==> config.mk <==
export PLATFORM = sky130hd
export DESIGN_NAME = exp_adjust_pipe_flat
export DESIGN_NICKNAME = d
export VERILOG_FILES = /design/src/rtl/exp_adjust_pipe_pkg.sv /design/src/rtl/exp_adjust_pipe_if.sv /design/src/rtl/exp_adjust_pipe_cla_nbit.sv /design/src/rtl/exp_adjust_pipe.sv /design/src/flat_wrapper.sv
export SDC_FILE = /design/constraint.sdc
export NUM_CORES = 1
export LEC_CHECK = 0
export CAP_MARGIN = 10
export CORE_ASPECT_RATIO = 0.9
export CORE_MARGIN = 5
export CORE_UTILIZATION = 61
export CTS_BUF_LIST = sky130_fd_sc_hd__clkbuf_4 sky130_fd_sc_hd__clkbuf_8 sky130_fd_sc_hd__clkbuf_16
export DETAILED_ROUTE_END_ITERATION = 7
export DONT_BUFFER_PORTS = 1
export HOLD_SLACK_MARGIN = 0.05
export PLACE_DENSITY = 0.77
export SLEW_MARGIN = 20
export SYNTH_ARGS = -nofsm -noshare
export SYNTH_HDL_FRONTEND = slang
export SYNTH_SLANG_ARGS = --single-unit
==> constraint.sdc <==
create_clock -name i_clk -period 1.6 [get_ports i_clk]
set_input_delay 0.24 -clock i_clk [delete_from_list [all_inputs] [get_ports i_clk]]
set_output_delay 0.24 -clock i_clk [all_outputs]
set_load 0.05 [all_outputs]
==> src/rtl/exp_adjust_pipe_pkg.sv <==
// Shared constants and stage bundles for the exponent adjust pipeline.
package exp_adjust_pipe_pkg;

    localparam int BFP16_EXP_W = 8;
    localparam int BFP16_MAN_W = 7;
    localparam logic [BFP16_EXP_W-1:0] BFP16_EXP_ONES = '1;

    // Holds the widest legal exponent plus sign and carry headroom.
    localparam int RAW_W_MAX = 14;

    typedef struct packed {
        logic [RAW_W_MAX-1:0] raw;
        logic                 zero;
    } s1_t;

endpackage

==> src/rtl/exp_adjust_pipe_if.sv <==
// Operand/result handshake bundle for exp_adjust_pipe.
interface exp_adjust_pipe_if
    import exp_adjust_pipe_pkg::*;
#(
    parameter int SIZE_EXP  = BFP16_EXP_W,
    parameter int SIZE_LOPD = 8
);
    logic                 i_valid;
    logic                 o_ready;
    logic                 i_overflow;
    logic                 i_underflow;
    logic                 i_zero_flag;
    logic [SIZE_LOPD-1:0] i_lopd_value;
    logic [SIZE_EXP-1:0]  i_exp_value;
    logic                 o_valid;
    logic                 i_ready;
    logic [SIZE_EXP-1:0]  o_exp_result;
    logic                 o_ovf;
    logic                 o_unf;
    logic                 i_clr_sticky;
    logic                 o_sticky_ovf;
    logic                 o_sticky_unf;

    modport master (
        output i_valid, i_overflow, i_underflow, i_zero_flag,
        output i_lopd_value, i_exp_value, i_ready, i_clr_sticky,
        input  o_ready, o_valid, o_exp_result, o_ovf, o_unf,
        input  o_sticky_ovf, o_sticky_unf
    );

    modport slave (
        input  i_valid, i_overflow, i_underflow, i_zero_flag,
        input  i_lopd_value, i_exp_value, i_ready, i_clr_sticky,
        output o_ready, o_valid, o_exp_result, o_ovf, o_unf,
        output o_sticky_ovf, o_sticky_unf
    );

endinterface

==> src/rtl/exp_adjust_pipe_cla_nbit.sv <==
// N-bit carry-lookahead adder; every carry is formed directly from g/p.
module cla_nbit #(
    parameter int N = 10
) (
    input  logic [N-1:0] a_i,
    input  logic [N-1:0] b_i,
    input  logic         c_i,
    output logic [N-1:0] sum_o
);
    logic [N-1:0] g;
    logic [N-1:0] p;
    logic [N-1:0] c;

    assign g = a_i & b_i;
    assign p = a_i ^ b_i;

    always_comb begin : carry_la
        logic acc;
        c    = '0;
        c[0] = c_i;
        for (int i = 1; i < N; i++) begin
            acc = c_i;
            for (int j = 0; j < i; j++) begin
                acc = g[j] | (p[j] & acc);
            end
            c[i] = acc;
        end
    end

    assign sum_o = p ^ c;

endmodule

==> src/rtl/exp_adjust_pipe.sv <==
// Two-stage exponent adjust: S1 raw add/sub, S2 saturate and flag.
module exp_adjust_pipe
    import exp_adjust_pipe_pkg::*;
#(
    parameter int SIZE_EXP  = BFP16_EXP_W,
    parameter int SIZE_LOPD = 8
) (
    input logic              i_clk,
    input logic              i_rst_n,
    exp_adjust_pipe_if.slave bus
);
    localparam int RW = SIZE_EXP + 2;
    localparam logic signed [RAW_W_MAX-1:0] RAW_SAT =
        RAW_W_MAX'((2 ** SIZE_EXP) - 1);

    logic [RW-1:0] a_op;
    logic [RW-1:0] b_op;
    logic [RW-1:0] sum;
    logic          cin;

    logic                 s1_full_q, s1_full_d;
    logic                 s2_full_q, s2_full_d;
    s1_t                  s1_q, s1_d;
    logic [SIZE_EXP-1:0]  exp_q, exp_d;
    logic                 ovf_q, ovf_d;
    logic                 unf_q, unf_d;
    logic                 sticky_ovf_q, sticky_ovf_d;
    logic                 sticky_unf_q, sticky_unf_d;
    logic                 s2_move, s2_load, s1_move;
    logic                 ready, in_xfer;
    logic signed [RAW_W_MAX-1:0] raw_s;

    // Overflow wins over underflow; subtraction is a + ~b + 1.
    always_comb begin
        a_op = RW'(bus.i_exp_value);
        b_op = '0;
        cin  = 1'b0;
        if (bus.i_overflow) begin
            cin = 1'b1;
        end else if (!bus.i_underflow) begin
            b_op = ~RW'(bus.i_lopd_value);
            cin  = 1'b1;
        end
    end

    cla_nbit #(.N(RW)) u_cla (
        .a_i  (a_op),
        .b_i  (b_op),
        .c_i  (cin),
        .sum_o(sum)
    );

    assign s2_move = s2_full_q & bus.i_ready;
    assign s2_load = !s2_full_q | s2_move;
    assign s1_move = s1_full_q & s2_load;
    assign ready   = !s1_full_q | s2_load;
    assign in_xfer = bus.i_valid & ready;
    assign raw_s   = $signed(s1_q.raw);

    always_comb begin
        s1_full_d = s1_full_q;
        s1_d      = s1_q;
        if (in_xfer) begin
            s1_full_d = 1'b1;
            s1_d.raw  = RAW_W_MAX'($signed(sum));
            s1_d.zero = bus.i_zero_flag;
        end else if (s1_move) begin
            s1_full_d = 1'b0;
        end
    end

    always_comb begin
        s2_full_d = s2_full_q;
        exp_d     = exp_q;
        ovf_d     = ovf_q;
        unf_d     = unf_q;
        if (s1_move) begin
            s2_full_d = 1'b1;
            exp_d     = '0;
            ovf_d     = 1'b0;
            unf_d     = 1'b0;
            if (!s1_q.zero) begin
                if (raw_s >= RAW_SAT) begin
                    exp_d = '1;
                    ovf_d = 1'b1;
                end else if (raw_s <= 0) begin
                    unf_d = 1'b1;
                end else begin
                    exp_d = raw_s[SIZE_EXP-1:0];
                end
            end
        end else if (s2_move) begin
            s2_full_d = 1'b0;
        end
    end

    // A set on the transfer cycle wins over a simultaneous clear.
    assign sticky_ovf_d = (sticky_ovf_q & !bus.i_clr_sticky) | (s2_move & ovf_q);
    assign sticky_unf_d = (sticky_unf_q & !bus.i_clr_sticky) | (s2_move & unf_q);

    always_ff @(posedge i_clk or negedge i_rst_n) begin
        if (!i_rst_n) begin
            s1_full_q    <= 1'b0;
            s2_full_q    <= 1'b0;
            s1_q         <= '0;
            exp_q        <= '0;
            ovf_q        <= 1'b0;
            unf_q        <= 1'b0;
            sticky_ovf_q <= 1'b0;
            sticky_unf_q <= 1'b0;
        end else begin
            s1_full_q    <= s1_full_d;
            s2_full_q    <= s2_full_d;
            s1_q         <= s1_d;
            exp_q        <= exp_d;
            ovf_q        <= ovf_d;
            unf_q        <= unf_d;
            sticky_ovf_q <= sticky_ovf_d;
            sticky_unf_q <= sticky_unf_d;
        end
    end

    assign bus.o_ready      = ready;
    assign bus.o_valid      = s2_full_q;
    assign bus.o_exp_result = exp_q;
    assign bus.o_ovf        = ovf_q;
    assign bus.o_unf        = unf_q;
    assign bus.o_sticky_ovf = sticky_ovf_q;
    assign bus.o_sticky_unf = sticky_unf_q;

endmodule

==> src/flat_wrapper.sv <==
// flat-port wrapper written by rule: the top's interface ports become plain ports
module exp_adjust_pipe_flat import exp_adjust_pipe_pkg::*;
#(
    parameter int SIZE_EXP  = BFP16_EXP_W,
    parameter int SIZE_LOPD = 8
)
  (i_clk, i_rst_n, bus_i_valid, bus_i_overflow, bus_i_underflow, bus_i_zero_flag, bus_i_lopd_value, bus_i_exp_value, bus_i_ready, bus_i_clr_sticky, bus_o_ready, bus_o_valid, bus_o_exp_result, bus_o_ovf, bus_o_unf, bus_o_sticky_ovf, bus_o_sticky_unf);
  exp_adjust_pipe_if #(.SIZE_EXP(SIZE_EXP), .SIZE_LOPD(SIZE_LOPD)) bus_i ();
  input logic i_clk;
  input logic i_rst_n;
  input wire logic [$bits(bus_i.i_valid)-1:0] bus_i_valid;
  input wire logic [$bits(bus_i.i_overflow)-1:0] bus_i_overflow;
  input wire logic [$bits(bus_i.i_underflow)-1:0] bus_i_underflow;
  input wire logic [$bits(bus_i.i_zero_flag)-1:0] bus_i_zero_flag;
  input wire logic [$bits(bus_i.i_lopd_value)-1:0] bus_i_lopd_value;
  input wire logic [$bits(bus_i.i_exp_value)-1:0] bus_i_exp_value;
  input wire logic [$bits(bus_i.i_ready)-1:0] bus_i_ready;
  input wire logic [$bits(bus_i.i_clr_sticky)-1:0] bus_i_clr_sticky;
  output wire logic [$bits(bus_i.o_ready)-1:0] bus_o_ready;
  output wire logic [$bits(bus_i.o_valid)-1:0] bus_o_valid;
  output wire logic [$bits(bus_i.o_exp_result)-1:0] bus_o_exp_result;
  output wire logic [$bits(bus_i.o_ovf)-1:0] bus_o_ovf;
  output wire logic [$bits(bus_i.o_unf)-1:0] bus_o_unf;
  output wire logic [$bits(bus_i.o_sticky_ovf)-1:0] bus_o_sticky_ovf;
  output wire logic [$bits(bus_i.o_sticky_unf)-1:0] bus_o_sticky_unf;
  assign bus_i.i_valid = bus_i_valid;
  assign bus_i.i_overflow = bus_i_overflow;
  assign bus_i.i_underflow = bus_i_underflow;
  assign bus_i.i_zero_flag = bus_i_zero_flag;
  assign bus_i.i_lopd_value = bus_i_lopd_value;
  assign bus_i.i_exp_value = bus_i_exp_value;
  assign bus_i.i_ready = bus_i_ready;
  assign bus_i.i_clr_sticky = bus_i_clr_sticky;
  assign bus_o_ready = bus_i.o_ready;
  assign bus_o_valid = bus_i.o_valid;
  assign bus_o_exp_result = bus_i.o_exp_result;
  assign bus_o_ovf = bus_i.o_ovf;
  assign bus_o_unf = bus_i.o_unf;
  assign bus_o_sticky_ovf = bus_i.o_sticky_ovf;
  assign bus_o_sticky_unf = bus_i.o_sticky_unf;
  exp_adjust_pipe #(.SIZE_EXP(SIZE_EXP), .SIZE_LOPD(SIZE_LOPD)) u_core (.i_clk(i_clk), .i_rst_n(i_rst_n), .bus(bus_i));
endmodule
---- Word level (Yosys, flattened, before mapping) ----
Cells that the tools add are included.
storage, ports and cells
  output and inout bits ................... 14
  word-level logic and storage cells ...... 65
  register bits after elaboration ......... 25
  bits of input ports ..................... 24
operators by class
  order comparisons ....................... 2
  bitwise gates (word level) .............. 33
  muxes and demuxes ....................... 16
  reductions and logical operators ........ 5
operators by type and width
  operator                                                                number
  8-bit 2-to-1 mux                                                        3
  10-bit 2-to-1 mux                                                       2
  1-bit bitwise AND                                                       16
  1-bit bitwise OR                                                        13
  1-bit 2-to-1 mux                                                        11
  10-bit by 9-bit >= comparator with 1-bit output, second input constant  1
  10-bit by 1-bit <= comparator with 1-bit output, second input constant  1
  8-bit NOT with 10-bit output                                            1
  10-bit bitwise XOR                                                      1
  8-bit by 10-bit bitwise XOR with 10-bit output                          1
  8-bit by 9-bit bitwise AND with 9-bit output                            1
  2-bit nonzero test                                                      2
  1-bit zero test                                                         3

---- Logic depth before layout (Yosys ltp) ----
Gate-level depths: netlist (run 1).
  depth in word-level cells ............... 23
  gate-level depth with buffers ........... 14
  mapped depth without buffers ............ 13

---- Cells and area by module ----
From an unflattened synthesis (run 1), not the netlist that was laid out.
second synthesis, totals
  cell total of the unflattened synthesis .. 113
  area, all modules ....................... 1405.1 um^2
modules (own cells, without submodules)
  module           times used  cells each  sequential area each (um^2)  area each (um^2)
  exp_adjust_pipe  1           98          625.6                        1182.4
  cla_nbit         1           15          0.0                          222.7

---- Worst setup path after synthesis (run 1) ----
No wires, ideal clock.
  kind .................................... input -> register
  start point ............................. in bus_i_overflow
  end point ............................... reg u_core.s1_q, in the netlist u_core.raw_s[7]
  stages .................................. 13
  slack ................................... -2.342 ns
  buffers on the path ..................... 1
  setup time .............................. 0.084 ns
  arrival ................................. 3.858 ns
  required time ........................... 1.516 ns
  cell sequence ........................... or2_2 > clkbuf_1 > nor2_1 > fa_1 > fa_1 > fa_1 > fa_1 > fa_1 > fa_1 > fa_1 > inv_1 > fa_1 > a31oi_1
between the ends
  cells in the longest elaborated chain, start to end .. 17
  elaborated cells on any way between the ends .. 19
  those cells by class .................... mux (2); bitwise (17)
RTL lines
  item                                            RTL line                        RTL
  start, declared                                 flat_wrapper.sv:12              input wire logic [$bits(bus_i.i_overflow)-1:0] bus_i_overflow;
  10-bit 2-to-1 mux                               exp_adjust_pipe.sv:38           if (bus.i_overflow) begin
  8-bit by 10-bit bitwise XOR with 10-bit output  exp_adjust_pipe_cla_nbit.sv:15  assign p = a_i ^ b_i;
  1-bit bitwise AND                               exp_adjust_pipe_cla_nbit.sv:24  acc = g[j] | (p[j] & acc);
  1-bit bitwise OR                                exp_adjust_pipe_cla_nbit.sv:24
  1-bit bitwise AND                               exp_adjust_pipe_cla_nbit.sv:24
  1-bit bitwise OR                                exp_adjust_pipe_cla_nbit.sv:24
  1-bit bitwise AND                               exp_adjust_pipe_cla_nbit.sv:24
  1-bit bitwise OR                                exp_adjust_pipe_cla_nbit.sv:24
  1-bit bitwise AND                               exp_adjust_pipe_cla_nbit.sv:24
  1-bit bitwise OR                                exp_adjust_pipe_cla_nbit.sv:24
  1-bit bitwise AND                               exp_adjust_pipe_cla_nbit.sv:24
  1-bit bitwise OR                                exp_adjust_pipe_cla_nbit.sv:24
  1-bit bitwise AND                               exp_adjust_pipe_cla_nbit.sv:24
  1-bit bitwise OR                                exp_adjust_pipe_cla_nbit.sv:24
  1-bit bitwise AND                               exp_adjust_pipe_cla_nbit.sv:24
  1-bit bitwise OR                                exp_adjust_pipe_cla_nbit.sv:24
  10-bit bitwise XOR (*)                          exp_adjust_pipe_cla_nbit.sv:30  assign sum_o = p ^ c;
  end signal, assigned                            exp_adjust_pipe.sv:105          s1_q <= '0;
  end signal, assigned                            exp_adjust_pipe.sv:114          s1_q <= s1_d;
  end, declared                                   exp_adjust_pipe.sv:23           s1_t s1_q, s1_d;
Mark *: on every way between the ends. The rest lies on a longest branch, timed or not.
A chain may end at the register's enable or synchronous reset.

---- Worst setup path after layout (run 1) ----
Ends and elaborated chain as after synthesis.

==> results of run 1 <==
==> cells in the mapped netlist, drive strengths merged (2+ instances only) <==
master and instances:
dfrtp 25, inv 13, mux2 10, o21ai 10, nor2 9, fa 8, mux2i 8, nand2b 3
a31oi 2, nand2 2, nand3 2, nand3b 2, nand4 2, nor3 2
==> worst reg2reg max path, stage by stage (launching register included) <==
cell	delay, ps
dfrtp_1	700
nand3_1	130
o21ai_0	90
dlygate4sd3_1	560
==> cell families after synthesis <==
logic type / synth area share, %
flip-flops: 46.64
buffers and inverters: 3.918
AO/OA/AOI/OAI: 6.343
multiplexers: 16.88
adder cells (fa/ha/maj): 12.87
AND/OR/NAND/NOR: 13.34
==> repair_timing <==
action	4_1_cts	5_1_grt
resized for setup	1	1
hold buffers	4	2
endpoints found under the hold margin	29	26
endpoints found under the setup margin	7	7
==> state kept, by name, indices dropped and copies added, names as in the netlist <==
name                     count
u_core.raw_s                10
u_core.s1_q                  1
u_core.bus.o_sticky_ovf      1
u_core.bus.o_sticky_unf      1
u_core.bus.o_ovf             1
u_core.bus.o_valid           1
u_core.s1_full_q             1
u_core.bus.o_unf             1
u_core.bus.o_exp_result      8
==> report_power, final <==
part | leakage, nW | switching, mW | internal [mW]
Sequential | 0.307 | 0.428 | 0.770
Clock | 0.0177 | 0.183 | 0.0936
Combinational | 0.379 | 0.161 | 0.205
Total | 0.704 | 0.772 | 1.07
==> final cells by class <==
class	instances	area [sq um]	share of cell area [%]
well taps	27	33.78	2.244
clock inverters	1	5.005	0.3325
multi-input cells	69	698.2	46.38
flip-flops and latches	25	626.9	41.65
clock buffers	3	22.52	1.496
repair buffers	8	70.07	4.655
inverters	13	48.80	3.242
==> worst paths after layout <==
check                      depth (start not counted)  slack (ps)                                end
max                                               12       -1550        u_core.raw_s[7]$_DFFE_PN0P_
min                                                2          60  u_core.bus.o_sticky_unf$_DFF_PN0_
max reg2reg                                        3          80  u_core.bus.o_sticky_ovf$_DFF_PN0_
min reg2reg                                        1         570        u_core.raw_s[0]$_DFFE_PN0P_
max in group asynchronous                          2         820     u_core.bus.o_valid$_DFFE_PN0P_
min in group asynchronous                          2         410  u_core.bus.o_sticky_unf$_DFF_PN0_
==> routing by layer <==
| metal | vias to the layer above | GRT usage, % |
|---|---|---|
| met2 | 42 | 28.18 |
| met4 | 0 | 10.57 |
| met3 | 5 | 3.538 |
| li1 | 388 | - |
| met1 | 399 | 18.61 |
| met5 | - | 0 |
==> per-stage QoR <==
| stage | power [mW] | instance area, sq um | TNS, ps |
|---|---|---|---|
| 2_1_floorplan | 1.461 | 1378 | -10980 |
| 3_3_place_gp | 1.530 | 1413 | -10530 |
| 3_5_place_dp | 1.554 | 1413 | -10840 |
| 4_1_cts | 1.851 | 1483 | -7817 |
| 5_1_grt | 1.935 | 1505 | -8327 |
| 6_report | 1.840 | 1505 | -7801 |
==> run summary, run 1 <==
Relative slew margins - 64.77%
routed length per placed instance - 16.02 um
hold path start - bus_i_ready
WP buf/inv - 1
synth top area cells - dfrtp_1 47%, fa_1 12%, mux2_4 10%
RePlAce Congestion - 0.7826
first-pass GRT wire length - 3.836 mm
fillers - 156
clock buffer depth - 2
Worst path slowest cell - fa_1
DRT Pass-1 Iters - 4
Crit. End Element - register
uppermost layer routed - met4
Ys Warns - 0
critical path data arrival time - 3410 ps
Tcrit/Tclk final - 197.0%
diode count - 0
WL met2 - 1.107 mm
Setup Skew - 10.49 ps
I/O Buffers - 0
initial antenna violation count - 0
worst skew pair latency - 320 ps
Die W - 59.43 um
cell mode on critical path - fa_2
delay-heaviest family, CP - adder cells
DRC viols - 0
failing checks - setup timing
Worst Path Max Fanout - 3
endpoints failing setup - 7
critical path required time - 1860 ps
worst vdd ir - 0.0007532 V
Clock Pin Slew Worst Setup and Hold Paths - 130 ps
Mapped Nets - 141
Hold Vio Cnt, Final - 0
HPWL after DPL - 1.805 mm
Final Max Slew Viols - 0
status - complete, but fails checks
CP Cell Sequence - or2_4 > nor2_4 > fa_2 > fa_2 > fa_2 > fa_2 > fa_2 > fa_2 > fa_2 > inv_2 > fa_1 > a31oi_1
pin count of the biggest net entering global routing - 26
max-cap violations - 0
most frequent cells in the layout - 24 x dfrtp_1, 12 x inv_1, 10 x o21ai_0, 9 x mux2_4
dpl ws - -1926 ps
area grow syn2layout - 12.22%
RSZ-0062 raised after global routing - yes
slowest cell delay on critical path - 400 ps
PD cells - 1223 nW/um^2
Worst Hold Class - in2reg
CTS tree - done
post-synthesis sequential area ratio - 46.64%
Met1 Wirelength - 991 um
Root Driver - clkbuf_4
register bit total from synthesis - 25
EDFF count, synth - 0
area leader, netlist - dfrtp_1
die area - 3238 sq um
prevailing post-synth register cell - dfrtp_1
aggregate global routing overflow - 0
CP Launch Type - input pin
# clock sinks - 25
total CTS buffers - 3
Syn Area/Cell - 12.42 sq um
non-filler instance count after layout - 146
Yosys cell types - 28
Max Fclk - 317.2 MHz
initial DRC count - 17
gr usage total - 16.41%
Vias/cell - 5.712
Pleak - 0.7037 nW
Gate Count Post-Synth - 108
Initial Utilization - 62.62%
Worst Setup SP - bus_i_overflow
vias in the first global route - 937
vias - 834
Mapped Area - 1341 sq um
Synth top area share - 46.64%
setup bufs post-CTS - 0
critical path type - in2reg
asr flop ratio synth - 100.0%
fin util - 70.27%
setup ws final - -1553 ps
Die Y - 54.49 um
DRT antenna net count - 0
Placeable Area - 2142 sq um
H-Tree Depth - 1
routed wl met3 - 179 um
measured slew at the worst slew-check pin - 528.5 ps
Final nets - 153
Rows - 16
final wirelength - 2.339 mm
share of layout cells above drive strength 1 - 26.89%
Ports - 38
most common cell after layout, fill and taps aside - dfrtp_1
WHS - 60.11 ps
worst r2r src - u_core.bus.o_ovf$_DFFE_PN0P_
Inst Count DP - 136
fin crit period - 3153 ps
(Power assumes the default switching activity.)
==> inputs of run 2 (changes only) <==
CELL_PAD_IN_SITES_DETAIL_PLACEMENT = 1   (was not set)
CELL_PAD_IN_SITES_GLOBAL_PLACEMENT = 2   (was not set)
CORE_UTILIZATION = 39   (was 61)
PLACE_DENSITY = not set   (was 0.77)
PLACE_DENSITY_LB_ADDON = 0.1   (was not set)
==> run summary, run 2 (synthesis results as in run 1) <==
status - complete, but fails checks
failing checks - setup timing
Vias/cell - 4.994 (-13%)
fin util - 46.46% (-24 points)
post-route cell area - 1558 sq um (+3.5%)
CTS tree - done
Initial Utilization - 40.00% (-23 points)
gr usage total - 12.28% (-4.1 points)
Tcrit/Tclk final - 202.0% (+5.0 points)
max-cap violations - 0 (unchanged)
Ports - 38 (unchanged)
critical path data arrival time - 3420 ps (about the same)
total CTS buffers - 3 (unchanged)
Rows - 20 (+4)
worst vdd ir - 0.0003550 V (-53%)
Clock Pin Slew Worst Setup and Hold Paths - 80 ps (-50 ps)
fin crit period - 3232 ps (+79.60 ps)
Max Fclk - 309.4 MHz (-2.5%)
DP Area - 1434 sq um (+1.5%)
fillers - 354 (+130%)
setup_tns - -8332 ps (-531.5 ps)
measured slew at the worst slew-check pin - 520.2 ps (-8.307 ps)
max FFs per register - 10 (unchanged)
DRC viols - 0 (unchanged)
Placeable Area - 3353 sq um (+57%)
PD cells - 1248 nW/um^2 (+2.1%)
# clock sinks - 25 (unchanged)
area grow syn2layout - 16.14%
Setup Skew - 3.674 ps (-6.818 ps)
most common cell after layout, fill and taps aside - dfrtp_1
Die W - 71.82 um (+21%)
share of layout cells above drive strength 1 - 30.77% (+3.9 points)
area occupied by multi-input gates - 715.7 sq um (+2.5%)
Reg area - 626.9 sq um (unchanged)
dpl ws - -1916 ps (+10.41 ps)
critical path required time - 1790 ps (-70 ps)
pin count of the biggest net entering global routing - 26 (unchanged)
clock buffer depth - 2 (unchanged)
cell mode on critical path - fa_2
Worst path slowest cell - fa_2
Most flops, register - u_core.raw_s
CP Cell Sequence - or2_4 > nor2_4 > fa_2 > fa_2 > fa_2 > fa_2 > fa_2 > fa_2 > fa_2 > inv_2 > fa_2 > a31oi_1
Final Max Slew Viols - 0 (unchanged)
CP Launch Type - input pin
DRT Pass-1 Iters - 4 (unchanged)
I/O Buffers - 0 (unchanged)
worst skew pair latency - 260 ps (-60 ps)
die area - 4714 sq um (+46%)
total power - 1.944 mW (+5.6%)
initial DRC count - 17 (unchanged)
slowest cell delay on critical path - 420 ps (+20 ps)
vias in the first global route - 871 (-7.0%)
Die Y - 65.64 um (+20%)
Final nets - 151 (-1.3%)
diode count - 0 (unchanged)
initial antenna violation count - 0 (unchanged)
Crit. End Element - register
RSZ-0062 raised after global routing - yes
Root Driver - clkbuf_8
Worst Path Max Fanout - 3 (unchanged)
first-pass GRT wire length - 4.429 mm (+15%)
Pleak - 0.7077 nW (+0.57%)
Relative slew margins - 65.32% (+0.55 points)
HPWL after DPL - 2.077 mm (+15%)
DRT antenna net count - 0 (unchanged)
most frequent cells in the layout - 24 x dfrtp_1, 12 x inv_1, 10 x o21ai_0, 9 x mux2_4
routed length per placed instance - 16.30 um (+1.8%)
endpoints failing setup - 8 (+1)
Hold Vio Cnt, Final - 0 (unchanged)
H-Tree Depth - 1 (unchanged)
aggregate global routing overflow - 0 (unchanged)
RePlAce Congestion - 0.7003 (-11%)
final wirelength - 2.625 mm (+12%)
Worst Hold Class - in2reg
critical path type - in2reg
vias - 804 (-3.6%)
setup ws final - -1632 ps (-79.60 ps)
[run 2: cell types whose count changed in the layout (fill, tap and decap cells not counted), sizes merged]
cell         change
buf              +1
clkinv           -1
clkbuf           +1
dlygate4sd3      -3
[run 2: final cells by class]
type                    count  share of cell area [%]
multi-input cells          69                   45.94
flip-flops and latches     25                   40.24
repair buffers              6                   4.016
well taps                  44                   3.534
clock buffers               4                   3.133
inverters                  13                   3.133
[run 2: worst paths after layout]
path	start	endpoint	slack [ps]	cells past startpoint
setup / recovery	bus_i_overflow	u_core.raw_s[7]$_DFFE_PN0P_	-1630	12
hold / removal	bus_i_valid	u_core.raw_s[7]$_DFFE_PN0P_	70	1
setup reg to reg	u_core.bus.o_valid$_DFFE_PN0P_	u_core.bus.o_exp_result[0]$_DFFE_PN0P_	230	3
hold reg to reg	u_core.raw_s[2]$_DFFE_PN0P_	u_core.raw_s[2]$_DFFE_PN0P_	570	1
max in group asynchronous	i_rst_n	u_core.bus.o_valid$_DFFE_PN0P_	1020	2
min in group asynchronous	i_rst_n	u_core.bus.o_exp_result[2]$_DFFE_PN0P_	420	2
[run 2: worst max-delay path: cells and delay by family]
family / cells / cell delay [ps]
compound gates: 1 / 130
simple gates: 2 / 150
buf+inv: 1 / 60
fa+ha+maj: 8 / 2830
[run 2: where the power goes]
part | switching (mW) | total (mW) | internal [mW]
sequential | 0.422 | 1.19 | 0.770
combinational | 0.166 | 0.374 | 0.208
clock | 0.184 | 0.378 | 0.195
total | 0.772 | 1.94 | 1.17
[run 2: through the flow]
stage | hold slack [ps] | cells
6_report | 71.72 | 161
5_1_grt | 64.74 | 161
4_1_cts | 58.63 | 159
3_5_place_dp | -54.87 | 153
3_3_place_gp | -54.93 | 153
2_1_floorplan | -55.59 | 108
[run 2: routing by layer]
layer / track usage, % / share of wire (%)
met1: 16.09 / 45
met5: 0 / 0
met4: 6.338 / 1.6
met3: 3.058 / 7.6
met2: 18.69 / 46
[run 2: repair_timing]
item,in CTS,in global routing
hold endpoints to repair,25,1
buffers inserted,0,1
hold buffers,2,1
pin swaps,0,1
setup endpoints to repair,8,8
gates resized for setup,4,1
